**src/rtl/pep_ks_common_param_pkg.sv**
```systemverilog
// Parameters, helpers and FSM state type shared between the BLWE load feeder
// and the key-switch control.
package pep_ks_common_param_pkg;

    typedef enum logic [1:0] {
        ST_IDLE = 2'd0,
        ST_XFER = 2'd1,
        ST_DONE = 2'd2
    } ldb_state_e;

    function automatic int calc_beat_nb(input int coef_nb, input int beat_coef);
        return (coef_nb + beat_coef - 1) / beat_coef;
    endfunction

    // Valid coefficients in the final beat, always within 1..beat_coef.
    function automatic int calc_last_coef(input int coef_nb, input int beat_coef);
        return coef_nb - (calc_beat_nb(coef_nb, beat_coef) - 1) * beat_coef;
    endfunction

    localparam int DEF_MOD_Q_W       = 32;
    localparam int DEF_PID_W         = 5;
    localparam int DEF_KS_IF_SUBW_NB = 2;
    localparam int DEF_KS_IF_COEF_NB = 4;
    localparam int DEF_BLWE_COEF_NB  = 2049;
    localparam int DEF_BEAT_COEF     = DEF_KS_IF_SUBW_NB * DEF_KS_IF_COEF_NB;
    localparam int BEAT_NB           = calc_beat_nb(DEF_BLWE_COEF_NB, DEF_BEAT_COEF);
    localparam int LAST_COEF         = calc_last_coef(DEF_BLWE_COEF_NB, DEF_BEAT_COEF);

endpackage

```
**src/rtl/pep_ldb_last_mask.sv**
```systemverilog
// Constant masks for the final beat of a ciphertext: which sub-words are
// written and which coefficient lanes keep their data.
module pep_ldb_last_mask
    import pep_ks_common_param_pkg::*;
#(
    parameter int MOD_Q_W       = 32,
    parameter int KS_IF_SUBW_NB = 2,
    parameter int KS_IF_COEF_NB = 4,
    parameter int LAST_COEF     = 1
) (
    output logic [KS_IF_SUBW_NB-1:0]                       wr_en_mask,
    output logic [KS_IF_SUBW_NB*KS_IF_COEF_NB*MOD_Q_W-1:0] lane_bit_mask
);

    localparam int BEAT_COEF = KS_IF_SUBW_NB * KS_IF_COEF_NB;

    for (genvar s = 0; s < KS_IF_SUBW_NB; s++) begin : g_subw
        assign wr_en_mask[s] = (s * KS_IF_COEF_NB < LAST_COEF);
    end

    for (genvar i = 0; i < BEAT_COEF; i++) begin : g_lane
        assign lane_bit_mask[i*MOD_Q_W +: MOD_Q_W] = (i < LAST_COEF) ? '1 : '0;
    end

endmodule

```
**src/rtl/pep_ldb_blram_feeder.sv**
```systemverilog
// Loads one BLWE per command from the beat stream into the key-switch BLWE RAM
// write port, flags the final beat and reports completion with the PID.
module pep_ldb_blram_feeder
    import pep_ks_common_param_pkg::*;
#(
    parameter int MOD_Q_W       = 32,
    parameter int PID_W         = 5,
    parameter int KS_IF_SUBW_NB = 2,
    parameter int KS_IF_COEF_NB = 4,
    parameter int BLWE_COEF_NB  = 2049
) (
    input  logic                                             clk,
    input  logic                                             s_rst_n,
    input  logic [PID_W-1:0]                                 cmd_pid,
    input  logic                                             cmd_vld,
    output logic                                             cmd_rdy,
    input  logic [KS_IF_SUBW_NB*KS_IF_COEF_NB*MOD_Q_W-1:0]   in_data,
    input  logic                                             in_vld,
    output logic                                             in_rdy,
    output logic [KS_IF_SUBW_NB-1:0]                         ldb_blram_wr_en,
    output logic [KS_IF_SUBW_NB*PID_W-1:0]                   ldb_blram_wr_pid,
    output logic [KS_IF_SUBW_NB*KS_IF_COEF_NB*MOD_Q_W-1:0]   ldb_blram_wr_data,
    output logic [KS_IF_SUBW_NB-1:0]                         ldb_blram_wr_pbs_last,
    output logic [PID_W-1:0]                                 ldb_done_pid,
    output logic                                             ldb_done,
    output logic                                             error_in_ovf
);

    localparam int BEAT_COEF   = KS_IF_SUBW_NB * KS_IF_COEF_NB;
    localparam int DATA_W      = BEAT_COEF * MOD_Q_W;
    localparam int BEAT_NB_L   = calc_beat_nb(BLWE_COEF_NB, BEAT_COEF);
    localparam int LAST_COEF_L = calc_last_coef(BLWE_COEF_NB, BEAT_COEF);
    localparam int CNT_W       = $clog2(BEAT_NB_L + 1);

    logic [KS_IF_SUBW_NB-1:0] last_en_mask;
    logic [DATA_W-1:0]        last_lane_mask;

    pep_ldb_last_mask #(
        .MOD_Q_W       (MOD_Q_W),
        .KS_IF_SUBW_NB (KS_IF_SUBW_NB),
        .KS_IF_COEF_NB (KS_IF_COEF_NB),
        .LAST_COEF     (LAST_COEF_L)
    ) u_last_mask (
        .wr_en_mask    (last_en_mask),
        .lane_bit_mask (last_lane_mask)
    );

    ldb_state_e                 state_q, state_d;
    logic [PID_W-1:0]           pid_q, pid_d;
    logic [CNT_W-1:0]           beat_cnt_q, beat_cnt_d;
    logic                       cmd_rdy_q, cmd_rdy_d;
    logic                       in_rdy_q, in_rdy_d;
    logic [KS_IF_SUBW_NB-1:0]   wr_en_q, wr_en_d;
    logic [KS_IF_SUBW_NB*PID_W-1:0] wr_pid_q, wr_pid_d;
    logic [DATA_W-1:0]          wr_data_q, wr_data_d;
    logic [KS_IF_SUBW_NB-1:0]   wr_pbs_last_q, wr_pbs_last_d;
    logic [PID_W-1:0]           done_pid_q, done_pid_d;
    logic                       done_q, done_d;
    logic                       error_q, error_d;

    logic beat_acc;
    logic last_beat;

    assign beat_acc  = in_vld & in_rdy_q;
    assign last_beat = (beat_cnt_q == CNT_W'(BEAT_NB_L - 1));

    always_comb begin
        state_d       = state_q;
        pid_d         = pid_q;
        beat_cnt_d    = beat_cnt_q;
        wr_en_d       = '0;
        wr_pid_d      = wr_pid_q;
        wr_data_d     = wr_data_q;
        wr_pbs_last_d = '0;
        done_pid_d    = done_pid_q;
        done_d        = 1'b0;
        error_d       = error_q;

        case (state_q)
            ST_IDLE: begin
                if (cmd_vld && cmd_rdy_q) begin
                    pid_d      = cmd_pid;
                    beat_cnt_d = '0;
                    state_d    = ST_XFER;
                end
            end
            ST_XFER: begin
                if (beat_acc) begin
                    beat_cnt_d       = beat_cnt_q + CNT_W'(1);
                    wr_en_d          = last_beat ? last_en_mask : '1;
                    wr_data_d        = last_beat ? (in_data & last_lane_mask) : in_data;
                    wr_pid_d         = {KS_IF_SUBW_NB{pid_q}};
                    wr_pbs_last_d[0] = last_beat;
                    if (last_beat) begin
                        state_d    = ST_DONE;
                        done_d     = 1'b1;
                        done_pid_d = pid_q;
                    end
                end
            end
            ST_DONE: state_d = ST_IDLE;
            default: state_d = ST_IDLE;
        endcase

        // Stray beats are left unconsumed; only the sticky flag records them.
        if (in_vld && (state_q != ST_XFER)) begin
            error_d = 1'b1;
        end

        cmd_rdy_d = (state_d == ST_IDLE);
        in_rdy_d  = (state_d == ST_XFER);
    end

    always_ff @(posedge clk) begin
        if (!s_rst_n) begin
            state_q       <= ST_IDLE;
            pid_q         <= '0;
            beat_cnt_q    <= '0;
            cmd_rdy_q     <= 1'b0;
            in_rdy_q      <= 1'b0;
            wr_en_q       <= '0;
            wr_pid_q      <= '0;
            wr_data_q     <= '0;
            wr_pbs_last_q <= '0;
            done_pid_q    <= '0;
            done_q        <= 1'b0;
            error_q       <= 1'b0;
        end else begin
            state_q       <= state_d;
            pid_q         <= pid_d;
            beat_cnt_q    <= beat_cnt_d;
            cmd_rdy_q     <= cmd_rdy_d;
            in_rdy_q      <= in_rdy_d;
            wr_en_q       <= wr_en_d;
            wr_pid_q      <= wr_pid_d;
            wr_data_q     <= wr_data_d;
            wr_pbs_last_q <= wr_pbs_last_d;
            done_pid_q    <= done_pid_d;
            done_q        <= done_d;
            error_q       <= error_d;
        end
    end

    assign cmd_rdy               = cmd_rdy_q;
    assign in_rdy                = in_rdy_q;
    assign ldb_blram_wr_en       = wr_en_q;
    assign ldb_blram_wr_pid      = wr_pid_q;
    assign ldb_blram_wr_data     = wr_data_q;
    assign ldb_blram_wr_pbs_last = wr_pbs_last_q;
    assign ldb_done_pid          = done_pid_q;
    assign ldb_done              = done_q;
    assign error_in_ovf          = error_q;

endmodule

```
**config.mk**
```make
export PLATFORM = sky130hd
export DESIGN_NAME = pep_ldb_blram_feeder
export DESIGN_NICKNAME = d
export VERILOG_FILES = /design/src/rtl/pep_ks_common_param_pkg.sv /design/src/rtl/pep_ldb_last_mask.sv /design/src/rtl/pep_ldb_blram_feeder.sv
export SDC_FILE = /design/constraint.sdc
export NUM_CORES = 1
export LEC_CHECK = 0
export CORE_AREA = 2 2 215 217
export DETAILED_ROUTE_END_ITERATION = 12
export DIE_AREA = 0 0 217 219
export PLACE_DENSITY = 0.57
export SYNTH_ARGS = -nofsm -noshare
export SYNTH_HDL_FRONTEND = slang
export SYNTH_SLANG_ARGS = --single-unit
```
**constraint.sdc**
```tcl
create_clock -name clk -period 1.55 [get_ports clk]
set_input_delay 0.31 -clock clk [delete_from_list [all_inputs] [get_ports clk]]
set_output_delay 0.31 -clock clk [all_outputs]
set_load 0.05 [all_outputs]
```
==> flow_summary.ini <==
[pwr]
p_leak_uw = 0.00731
highest_ir_drop_seen_on_vdd_v = 0.000644
powerDensity_mw_per_mm2 = 854

[critical_path]
critical_path_class = flip-flop to flip-flop
reg2reg_depth = 5
crit_required_ps = 1950
timing.critical_path.fanout_max = 32
crit_arrival_ps = 2120
worstSetupEndpointType = flip-flop
crit-reg2reg-launch = beat_cnt_q[4]
crit_path_start_kind = flip-flop
reg2reg_to = ldb_blram_wr_data[91]
setup.reg_to_reg.worst_slack_ps = -170

[cells_and_area]
share_of_post_route_cells_with_drive_strength_above_1_pct = 23.5
flow.area_growth_from_synthesis_pct = 69.4
num-nets-final = 2102
finalNonFillerCells = 2455

[place]
hpwlAfterDp_mm = 32.0
dp_cells = 2392
port_buffers = 542
gp_congestion = 0.786
place_ws_ps = -425

[synthesis]
flops_latches_synth = 288
most_frequent_cell_after_synthesis = sky130_fd_sc_hd__nand2_1
synth-edff-count = 0
yosys_warnings = 0
cell_area_after_synthesis_mm2 = 0.0119
synth_area_leader_cell = sky130_fd_sc_hd__dfxtp_1
synth_async_sr_flop_share_pct = 0
synthFlopType = sky130_fd_sc_hd__dfxtp_1
synth_area_per_cell_um2 = 9.09
yosysSeqAreaShare_pct = 48.6
synth_area_leaders = sky130_fd_sc_hd__dfxtp_1 (49%), sky130_fd_sc_hd__a21boi_0 (17%), sky130_fd_sc_hd__o211ai_1 (14%), sky130_fd_sc_hd__nand2_1 (9.9%), sky130_fd_sc_hd__clkbuf_1 (2.5%)
syn-num-nets = 1573
synthDistinctLibCells = 31
yosys-top-cells-count = sky130_fd_sc_hd__nand2_1 (314), sky130_fd_sc_hd__dfxtp_1 (288), sky130_fd_sc_hd__a21boi_0 (263)
synth_top_area_share_pct = 48.6
post_synthesis_instance_total = 1306

[grt]
grtUsageTotal_pct = 17.8
maximum_number_of_pins_on_one_net_before_global_route_repair = 73
globalRouteOverflowTotal = 0
first_global_vias = 11400
antenna_violations_before_repair = 1
grt_first_pass_wirelength_mm = 67.0

[clock_tree]
clk_latency_ps = 540
tritoncts = built
cts_htree_levels = 2
cts.sinks = 288
numCtsBuffers = 36
cts_buffer_depth = 3
clk_root_buffer_cell = sky130_fd_sc_hd__clkbuf_16
clk_pin_slew_ps = 60

[sta]
finalClockSkew_ps = 24.8
rsz0062_at_grt = true
setup-violations-final = 228
fmax_ghz = 0.581
worst_slack_ps = -171
timing.final.crit_period_ps = 1720
post-route-period-util_pct = 111
timing_max_transition_violations_final = 0
totalNegativeSetupSlack_ps = -13810
final_hold_viol_count = 0

[route]
post-route-drc-count = 0
wirelength_mm = 44.3
routed-via-count = 11600
antenna_left = 0
routed_via_density = 4.72
drt_pass1_iterations = 5
wl_per_cell_um = 18.1
drt_first_iter_violations = 582

[outcome]
run_status = finished with violations
failed_checks = setup timing

[floorplan]
fp-row-count = 78
ports = 544
die_area_mm2 = 0.0475
die_y_um = 219
die_width_um = 217
core_mm2 = 0.0451
start_util_pct = 26.3

[hold_path]
hp-start = s_rst_n
hold_path_depth = 3
holdPathEnd = in_rdy
min_path_type = primary input to flip-flop

[flow_run]
timing.max_cap.violations = 0
[final cells by class]
class / instances / area (um2)
sequential: 288 / 5770
multi-input combinational: 865 / 5330
clock buffer: 51 / 1060
timing repair buffer: 640 / 7120
inverter: 4 / 15.0
fill: 4364 / 25000
tap: 600 / 751
antenna: 1 / 2.50
clock inverter: 6 / 70.1
[worst max-delay path: stages (launching register included)]
cell and delay [ps]:
sky130_fd_sc_hd__dfxtp_1 310, sky130_fd_sc_hd__or4_4 570, sky130_fd_sc_hd__buf_12 170, sky130_fd_sc_hd__buf_12 160, sky130_fd_sc_hd__o211ai_1 240, sky130_fd_sc_hd__a21boi_1 100
[per-stage QoR]
| stage | cell area [um2] | utilization, % | hold slack [ps] | power, uW |
|---|---|---|---|---|
| 2_1_floorplan | 11900 | - | 437 | 8180 |
| 3_3_place_gp | 18900 | 41.9 | 448 | 9190 |
| 3_5_place_dp | 18900 | 41.9 | 454 | 9200 |
| 4_1_cts | 20100 | 44.5 | 124 | 17500 |
| 5_1_grt | 20100 | 44.6 | 151 | 17800 |
| 6_report | 20100 | 44.6 | 166 | 17200 |
[layout by cell type, fill, tap and decap left out, types with 2 or more instances in the layout]
master / instances
sky130_fd_sc_hd__clkbuf_1: 7
sky130_fd_sc_hd__nand4_1: 2
sky130_fd_sc_hd__buf_6: 11
sky130_fd_sc_hd__mux2i_1: 10
sky130_fd_sc_hd__dfxtp_1: 285
sky130_fd_sc_hd__a21oi_1: 9
sky130_fd_sc_hd__nor2b_1: 6
sky130_fd_sc_hd__nand3_1: 5
sky130_fd_sc_hd__dfxtp_2: 2
sky130_fd_sc_hd__buf_12: 129
sky130_fd_sc_hd__nor3_1: 2
sky130_fd_sc_hd__o21ai_0: 3
sky130_fd_sc_hd__buf_4: 237
sky130_fd_sc_hd__ha_1: 2
sky130_fd_sc_hd__clkdlybuf4s50_1: 263
sky130_fd_sc_hd__a41oi_1: 2
sky130_fd_sc_hd__inv_1: 4
sky130_fd_sc_hd__clkbuf_8: 6
sky130_fd_sc_hd__a21boi_0: 132
sky130_fd_sc_hd__clkbuf_16: 38
sky130_fd_sc_hd__a21boi_1: 131
sky130_fd_sc_hd__or3_1: 3
sky130_fd_sc_hd__o31ai_1: 4
sky130_fd_sc_hd__nand2_1: 314
sky130_fd_sc_hd__o211ai_1: 224
sky130_fd_sc_hd__or4_1: 4
sky130_fd_sc_hd__clkinv_2: 2
[cells by family (layout without fill, tap and decap cells)]
kind of cell	after synthesis	in the layout	share of synthesized area [%]
simple gates	347	347	11.8
other cells	1	2	0.0316
flops	288	288	48.6
compound gates	505	505	31.7
buf+inv	153	701	6.81
fa+ha+maj	2	2	0.211
mux	10	10	0.843
[timing repair]
item,CTS,global route
buffers inserted,4,1
setup endpoints to repair,221,267
gates resized for setup,66,81
pin swaps,15,32
hold buffers,0,0
[worst max-delay path by stage]
stage | end | cells past startpoint | slack, ps | from
2_1_floorplan | ldb_done_pid[0] | 5 | -50 | beat_cnt_q[3]
3_3_place_gp | beat_cnt_q[7] | 5 | -420 | in_vld
3_5_place_dp | beat_cnt_q[5] | 5 | -430 | in_vld
4_1_cts | ldb_blram_wr_data[243] | 5 | -180 | beat_cnt_q[4]
5_1_grt | ldb_blram_wr_data[241] | 6 | -210 | beat_cnt_q[4]
6_report | ldb_blram_wr_data[91] | 5 | -170 | beat_cnt_q[4]
[routing by layer]
layer	vias to the layer above	global-route usage, %	part of all wire (%)
li1	5683	-	-
met1	5441	21.1	40
met2	377	30.2	49
met3	87	5.17	7.4
met5	-	0	0
met4	0	7.21	3.5
[state kept, by name, summed over array words and instances (netlist names)]
signal,count
state_q,2
cmd_rdy,1
ldb_blram_wr_data,256
pid_q,5
ldb_done_pid,5
ldb_blram_wr_pbs_last,1
error_in_ovf,1
ldb_blram_wr_pid,5
ldb_blram_wr_en,2
in_rdy,1
beat_cnt_q,9
[power by group]
part / total [uW] / internal (uW) / switching (uW)
registers: 7530 / 7480 / 54.0
logic: 1520 / 920 / 599
clock network: 8140 / 4900 / 3250
total: 17200 / 13300 / 3900
Note: power is estimated with default switching activity, not from simulation.
